===== config.mk =====
export PLATFORM = sky130hd
export DESIGN_NAME = lab7_2_time_setter
export DESIGN_NICKNAME = d
export VERILOG_FILES = /design/src/rtl/lab7_2_time_setter.sv
export SDC_FILE = /design/constraint.sdc
export NUM_CORES = 1
export LEC_CHECK = 0
export ABC_CLOCK_PERIOD_IN_PS = 3300
export BUFFER_PORTS_ARGS = -buffer_cell sky130_fd_sc_hd__buf_2
export CAP_MARGIN = 20
export CORE_MARGIN = 4
export CORE_UTILIZATION = 57
export DETAILED_ROUTE_END_ITERATION = 6
export GPL_TIMING_DRIVEN = 0
export PLACE_DENSITY_LB_ADDON = 0.08
export SKIP_LAST_GASP = 1
export SLEW_MARGIN = 20
export SYNTH_ARGS = -nofsm -noshare
export SYNTH_HDL_FRONTEND = slang
export SYNTH_SLANG_ARGS = --single-unit

===== constraint.sdc =====
create_clock -name clk_1 -period 3.3 [get_ports clk_1]
set_clock_uncertainty 0.05 [all_clocks]
set_input_delay 0.66 -clock clk_1 [delete_from_list [all_inputs] [get_ports clk_1]]
set_output_delay 0.66 -clock clk_1 [all_outputs]
set_load 0.02 [all_outputs]

===== src/rtl/lab7_2_time_setter.sv =====
// HH:MM preset editor. Digits are edited in place and, on commit, held steady
// while start_stop pulses for LOAD_PULSE cycles so the counter loads them.
module lab7_2_time_setter #(
    parameter int unsigned LOAD_PULSE = 2,
    parameter int unsigned BLINK_DIV  = 2
) (
    input  logic       clk_1,
    input  logic       rst_n,
    input  logic       set_mode,
    input  logic       sel,
    input  logic       inc,
    input  logic       dec,
    input  logic       commit,
    output logic [3:0] l_h1,
    output logic [3:0] l_h2,
    output logic [3:0] l_m1,
    output logic [3:0] l_m2,
    output logic       start_stop,
    output logic [1:0] cursor,
    output logic       blink,
    output logic       editing,
    output logic       busy
);

    typedef enum logic [1:0] {StIdle, StEdit, StLoad} state_e;

    localparam logic [2:0] PulseLast = 3'(LOAD_PULSE - 1);
    localparam logic [7:0] BlinkLast = 8'(BLINK_DIV - 1);

    state_e     state_q, state_d;
    logic [3:0] dig_q [4];
    logic [3:0] dig_d [4];
    logic [1:0] cursor_q, cursor_d;
    logic [2:0] pulse_q, pulse_d;
    logic [7:0] blink_cnt_q, blink_cnt_d;
    logic       blink_q, blink_d;
    logic       start_stop_q, busy_q, editing_q;
    logic [3:0] cur_dig, cur_max;

    // Legal maximum of each digit; hour units depend on hour tens.
    function automatic logic [3:0] digit_max(input logic [1:0] idx, input logic [3:0] h1);
        logic [3:0] m;
        unique case (idx)
            2'd0:    m = 4'd2;
            2'd1:    m = (h1 == 4'd2) ? 4'd3 : 4'd9;
            2'd2:    m = 4'd5;
            default: m = 4'd9;
        endcase
        return m;
    endfunction

    assign cur_dig = dig_q[cursor_q];
    assign cur_max = digit_max(cursor_q, dig_q[0]);

    always_comb begin
        state_d     = state_q;
        dig_d       = dig_q;
        cursor_d    = cursor_q;
        pulse_d     = pulse_q;
        blink_d     = 1'b0;
        blink_cnt_d = '0;
        unique case (state_q)
            StIdle: begin
                if (set_mode) begin
                    state_d  = StEdit;
                    cursor_d = 2'd0;
                end
            end
            StEdit: begin
                if (blink_cnt_q == BlinkLast) begin
                    blink_d = ~blink_q;
                end else begin
                    blink_d     = blink_q;
                    blink_cnt_d = blink_cnt_q + 8'd1;
                end
                if (!set_mode) begin
                    state_d = StIdle;
                    blink_d = 1'b0;
                end else if (commit) begin
                    state_d = StLoad;
                    pulse_d = 3'd0;
                    blink_d = 1'b0;
                end else if (sel) begin
                    cursor_d = cursor_q + 2'd1;
                end else if (inc ^ dec) begin
                    if (inc) begin
                        dig_d[cursor_q] = (cur_dig == cur_max) ? 4'd0 : cur_dig + 4'd1;
                    end else begin
                        dig_d[cursor_q] = (cur_dig == 4'd0) ? cur_max : cur_dig - 4'd1;
                    end
                    // Entering the 20s must never leave an illegal 24..29.
                    if (dig_d[0] == 4'd2 && dig_d[1] > 4'd3) begin
                        dig_d[1] = 4'd3;
                    end
                end
            end
            StLoad: begin
                if (pulse_q == PulseLast) begin
                    state_d = StIdle;
                    pulse_d = 3'd0;
                end else begin
                    pulse_d = pulse_q + 3'd1;
                end
            end
            default: state_d = StIdle;
        endcase
    end

    always_ff @(posedge clk_1 or negedge rst_n) begin
        if (!rst_n) begin
            state_q      <= StIdle;
            dig_q[0]     <= 4'd2;
            dig_q[1]     <= 4'd3;
            dig_q[2]     <= 4'd5;
            dig_q[3]     <= 4'd9;
            cursor_q     <= 2'd0;
            pulse_q      <= 3'd0;
            blink_cnt_q  <= 8'd0;
            blink_q      <= 1'b0;
            start_stop_q <= 1'b0;
            busy_q       <= 1'b0;
            editing_q    <= 1'b0;
        end else begin
            state_q      <= state_d;
            dig_q        <= dig_d;
            cursor_q     <= cursor_d;
            pulse_q      <= pulse_d;
            blink_cnt_q  <= blink_cnt_d;
            blink_q      <= blink_d;
            start_stop_q <= (state_d == StLoad);
            busy_q       <= (state_d == StLoad);
            editing_q    <= (state_d == StEdit);
        end
    end

    assign l_h1       = dig_q[0];
    assign l_h2       = dig_q[1];
    assign l_m1       = dig_q[2];
    assign l_m2       = dig_q[3];
    assign cursor     = cursor_q;
    assign blink      = blink_q;
    assign start_stop = start_stop_q;
    assign busy       = busy_q;
    assign editing    = editing_q;

endmodule


==> qor.yml, run 1 <==
clock_tree:
  clk_latency_ns: 0.34
  h-tree-depth: 2
  root_buffer: "clkbuf_4"
  clk_pin_slew_ns: 0.11
  clockBufferDepth: 2
  cts_tree: "yes"
  cts_buffers: 5
  cts_hold_buf: 0
  cts.sinks: 34
timing:
  maxSlewViolCount: 0
  max_freq_ghz: 0.313
  holdWs_ns: 0.315
  final_hold_viol_count: 0
  min_period_ns: 3.19
  setup_viol: 0
  tightest_slew_ns: 0.828
  slew_headroom_pct: 44.3
  finalCritPeriodShare_pct: 96.7
global_route:
  grt_pass1_vias: 1646
  overflow: 0
  grt_first_pass_wirelength_mm: 7.53
  grt_start_max_net_pins: 35
  grt_usage_pct: 22.3
  antenna_found_initial: 0
route:
  drt_wl_total_mm: 4.55
  ant_nets: 0
  initialDrtViolationCount: 131
  vias: 1694
  wl_per_cell_um: 15.2
  route.detailed.drc: 0
  viasPerCell: 5.67
  firstDrtPassIters: 4
synth:
  synth_edf_count: 0
  yosysTopAreaCell: "dfrtp_1"
  yosysMostFrequentCell: "dfrtp_1"
  syn_nets: 230
  ys_seq_area_share_pct: 42.1
  synthTopCellsByArea: "dfrtp_1 33%, dfstp_2 9.0%, ha_1 5.5%"
  synth_top_area_share_pct: 33.1
  ys.flop_type: "dfrtp_1"
  netlist_instances: 214
  ys_ff_latch: 34
  syn_avg_cell_area_um2: 9.55
  yosys_warnings: 0
  netlist_top_cells_count: "27 x dfrtp_1, 23 x nand2_1, 20 x o21ai_0"
  synthArstFlopShare_pct: 100
  netlist_area_um2: 2040
  synth.distinct_cells: 47
floorplan:
  rows: 21
  fp.coreArea_um2: 3390
  die_w_um: 67.9
  ios: 29
  initial_core_util_pct: 60.3
  die_h_um: 67.9
  dieArea_um2: 4610
power:
  combPwrFrac_pct: 58.5
  swShare_pct: 45.0
  power.density_nw_per_um2: 853
  p_int_mw: 1.11
  power_leakage_nw: 1.10
  power.switching_uw: 910
  seqPwrFrac_pct: 29.4
  peakVddDrop_mv: 0.476
  total_power_mw: 2.02
  clock_power_share_pct: 12.0
place:
  place_congestion: 0.898
  hpwl_mm: 3.35
  port_buffers: 27
  dpl_cell_area_um2: 2240
cells_and_area:
  drive_gt1_share_pct: 27.3
  fin_area_um2: 2370
  area_growth_pct: 16.1
  antenna-diode-count: 0
  fin_nets: 268
setup_path:
  r2r_cells: 12
  worstSetupEndpointType: "flop"
  crit_fanout: 7
  timing_worst_setup_path_type: "reg -> reg"
  arrival_ns: 3.39
  r2r_slack_ns: 0.11
  r2r_end: "l_h2[2]$_DFFE_PN0P_"
  worstPathRequired_ns: 3.50
  r2r_start: "cursor[0]$_DFFE_PN0P_"
  start_kind: "flop"
outcome:
  outcome: "finished clean"
flow_run:
  maxCapViolations: 0
hold_path:
  hp-class: "in -> async"
==> cells by family after synthesis <==
kind of cell	Yosys count	synth area share, %
and+or+nand+nor	76	18.2
adders and majority gates	9	5.51
xor gates and xnor gates	14	6.00
DFF	34	42.1
AOI/OAI and AO/OA	51	16.5
muxes	8	6.55
buffers and inverters	22	5.21
==> worst max-delay path by stage <==
stage                                      from                  end  slack [ns]  depth (start not counted)
after floorplan           cursor[0]$_DFFE_PN0P_  l_h2[0]$_DFFE_PN1P_        0.14                         13
after global placement    cursor[0]$_DFFE_PN0P_  l_h2[1]$_DFFE_PN1P_       -0.04                         13
after detailed placement  cursor[0]$_DFFE_PN0P_  l_h2[0]$_DFFE_PN1P_       -0.06                         13
after CTS                 cursor[0]$_DFFE_PN0P_  l_h2[1]$_DFFE_PN1P_        0.01                         13
after global routing      cursor[0]$_DFFE_PN0P_  l_h2[1]$_DFFE_PN1P_       -0.01                         12
final                     cursor[0]$_DFFE_PN0P_  l_h2[2]$_DFFE_PN0P_        0.11                         12
==> stage by stage <==
| stage | TNS (ns) | utilization [%] | setup WS, ns | std cells |
|---|---|---|---|---|
| after floorplan | 0 | - | 0.138 | 214 |
| after global placement | -0.0967 | 66.0 | -0.0422 | 287 |
| after detailed placement | -0.156 | 66.0 | -0.0644 | 287 |
| after CTS | 0 | 68.4 | 0.00997 | 295 |
| after global routing | -0.0203 | 70.0 | -0.0105 | 299 |
| final | 0 | 70.0 | 0.108 | 299 |
==> layout by cell type, fill, tap and decap left out, types with 6 or more instances in the layout <==
cell type  instances
nor3_1             6
buf_2             29
dfstp_2            7
ha_1               8
nand2_1           23
a21oi_1            8
nor2_1            15
o21ai_0           20
buf_4              9
inv_1             11
nand3_1           13
xor2_1             9
dfrtp_1           27
==> per-layer routing <==
metal  up-vias  GRT usage, %  wire length [µm]
met4         0          9.18                74
met2        31          37.3              2240
met1       814          27.8              2060
li1        840             -                 -
met3         9          5.09               181
met5         -             0                 0
==> state kept, by name (all words and copies together), names as in the netlist <==
name / cells
busy: 1
l_m1: 4
blink: 1
l_h2: 4
blink_cnt_q: 8
l_m2: 4
pulse_q: 3
cursor: 2
state_q: 2
editing: 1
l_h1: 4
==> cell type report <==
cell class / instances / area (µm²)
fillers: 266 / 1020
well taps: 46 / 57.6
repair buffers: 35 / 195
clock buffers: 6 / 51.3
plain buffers: 6 / 43.8
inverters: 12 / 45.0
flip-flops and latches: 34 / 860
clock inverters: 2 / 12.5
multi-input cells: 158 / 1110
==> what timing repair did <==
item                                    CTS  global route
endpoints found under the setup margin    4             4
setup buffers                             1             7
gates resized for setup                   2             3
pin swaps                                 0             2
==> power groups by stage <==
| stage | sequential [mW] | clock (mW) | combinational, mW |
|---|---|---|---|
| CTS | 0.593 | 0.251 | 1.09 |
| detailed placement | 0.603 | 0 | 1.04 |
| global placement | 0.602 | 0 | 1.03 |
| finish | 0.596 | 0.243 | 1.19 |
| floorplan | 0.655 | 0 | 0.734 |
| global route | 0.612 | 0.273 | 1.30 |
==> worst max-delay path: stages, from the launching register on <==
cell      delay (ns)
dfrtp_1         0.38
buf_6           0.15
mux4_2          0.58
inv_1           0.11
ha_1            0.20
inv_1           0.11
or3_4           0.42
mux2i_1         0.26
a211oi_2        0.07
o31ai_2         0.29
a221oi_4        0.07
buf_4           0.16
o32ai_1         0.24
(Power assumes the default switching activity.)
==> run 2, diff against run 1 <==
--- a/config.mk
+++ b/config.mk
@@ -9,4 +9,5 @@
 export BUFFER_PORTS_ARGS = -buffer_cell sky130_fd_sc_hd__buf_2
 export CAP_MARGIN = 20
+export CORE_ASPECT_RATIO = 0.5
 export CORE_MARGIN = 4
 export CORE_UTILIZATION = 57
==> constraint.sdc (replaced) <==
create_clock -name clk_1 -period 3.3 [get_ports clk_1]
set_clock_uncertainty 0.05 [all_clocks]
set_input_delay 0.165 -clock clk_1 [delete_from_list [all_inputs] [get_ports clk_1]]
set_output_delay 0.165 -clock clk_1 [all_outputs]
set_load 0.01 [all_outputs]
==> qor.yml, run 2 (synthesis gave the netlist of run 1 again) <==
global_route:
  grt_pass1_vias: 1636
  grt_usage_pct: 21.1
  grt_start_max_net_pins: 35
  antenna_found_initial: 0
  overflow: 0
  grt_first_pass_wirelength_mm: 7.73
cells_and_area:
  fin_nets: 268
  most-common-layout-cells: "29 x buf_2, 27 x dfrtp_1, 23 x nand2_1, 20 x o21ai_0, 15 x nor2_1"
  fin_area_um2: 2390
  area_growth_pct: 17.1
  top_register: "blink_cnt_q"
  largest_register_ffs: 8
  fillers: 289
  finalNonFillerCells: 304
  final_util_pct: 69.7
  antenna-diode-count: 0
  final_common_cell: "buf_2"
  drive_gt1_share_pct: 26.5
timing:
  holdWs_ns: 0.0490
  finalCritPeriodShare_pct: 95.4
  final_hold_viol_count: 0
  tightest_slew_ns: 0.879
  maxSlewViolCount: 0
  min_period_ns: 3.15
  setup_viol: 0
  slew_headroom_pct: 40.9
  max_freq_ghz: 0.318
place:
  port_buffers: 27
  dpl.cell_count: 292
  hpwl_mm: 3.39
  place_congestion: 0.890
  dpl_cell_area_um2: 2240
route:
  viasPerCell: 5.64
  route.detailed.drc: 0
  initialDrtViolationCount: 68
  drt_wl_total_mm: 4.57
  wl_per_cell_um: 15.0
  ant_nets: 0
  firstDrtPassIters: 4
  vias: 1714
outcome:
  outcome: "finished clean"
floorplan:
  rows: 15
  dieArea_um2: 4660
  ios: 29
  initial_core_util_pct: 59.5
  die_w_um: 92.7
  fp.coreArea_um2: 3430
  die_h_um: 50.3
setup_path:
  timing_worst_setup_path_type: "reg -> reg"
  worstPathRequired_ns: 3.45
  crit_fanout: 7
  arrival_ns: 3.30
  start_kind: "flop"
  worstSetupEndpointType: "flop"
  r2r_slack_ns: 0.15
clock_tree:
  clockBufferDepth: 2
  clk_latency_ns: 0.28
  clk_pin_slew_ns: 0.07
  cts_tree: "yes"
  cts.sinks: 34
  cts_buffers: 5
  h-tree-depth: 2
  root_buffer: "clkbuf_8"
flow_run:
  maxCapViolations: 0
power:
  peakVddDrop_mv: 0.396
  power_leakage_nw: 1.11
  power.density_nw_per_um2: 846
hold_path:
  hp-class: "in -> reg"
==> run 2: what timing repair did <==
action / CTS / global route
pin swaps: 1 / 2
setup buffers: 1 / 5
hold buffers: 1 / 0
setup endpoints to repair: 4 / 4
endpoints found under the hold margin: 27 / 0
gates resized for setup: 3 / 3
==> run 2: final timing paths <==
| kind | start | end | cells past startpoint |
|---|---|---|---|
| max | cursor[0]$_DFFE_PN0P_ | l_h2[0]$_DFFE_PN1P_ | 12 |
| min | commit | blink$_DFFE_PN0P_ | 2 |
| max reg2reg | cursor[0]$_DFFE_PN0P_ | l_h2[0]$_DFFE_PN1P_ | 12 |
| min reg2reg | l_m1[2]$_DFFE_PN1P_ | l_m1[2]$_DFFE_PN1P_ | 2 |
| max in group asynchronous | rst_n | l_h2[3]$_DFFE_PN0P_ | 2 |
| min in group asynchronous | rst_n | editing$_DFF_PN0_ | 2 |
==> run 2: stage by stage <==
step,setup TNS [ns],setup WS (ns),power [mW]
after floorplan,0,0.216,1.34
after global placement,-0.0163,-0.0162,1.59
after detailed placement,-0.363,-0.111,1.62
after CTS,0,0.00513,1.97
after global routing,-0.00203,-0.00203,2.17
final,0,0.152,2.02
==> run 2: worst max-delay path, stage by stage, from the launching register on <==
cell       delay, ns
dfrtp_1         0.36
buf_6           0.15
mux4_2          0.59
clkinv_1        0.10
ha_2            0.20
inv_1           0.08
or3_4           0.42
nand2_1         0.08
o211ai_1        0.13
a21o_1          0.22
a221oi_4        0.30
o21a_2          0.20
a2bb2oi_1       0.18
==> run 2: where the power goes <==
group / leakage [nW] / switching (mW) / total, mW / internal (mW)
Combinational: 0.629 / 0.647 / 1.13 / 0.487
Sequential: 0.432 / 0.0901 / 0.599 / 0.509
Clock: 0.0450 / 0.146 / 0.292 / 0.146
Total: 1.11 / 0.883 / 2.02 / 1.14
==> run 2: cell type report <==
class | instances | area (µm²) | share of cell area, %
Sequential cell | 34 | 860 | 35.9
Clock inverter | 2 | 10.0 | 0.418
Clock buffer | 6 | 72.6 | 3.03
Buffer | 7 | 47.5 | 1.99
Multi-Input combinational cell | 158 | 1100 | 46.1
Timing Repair Buffer | 34 | 190 | 7.95
Inverter | 12 | 45.0 | 1.88
Tap cell | 51 | 63.8 | 2.67
==> run 2: per-layer routing <==
layer,vias to the layer above,track usage (%),routed length [µm]
met4,0,5.84,51
met2,43,35.2,2200
met3,9,5.24,228
li1,838,-,-
met1,824,27.9,2090
met5,-,0,0
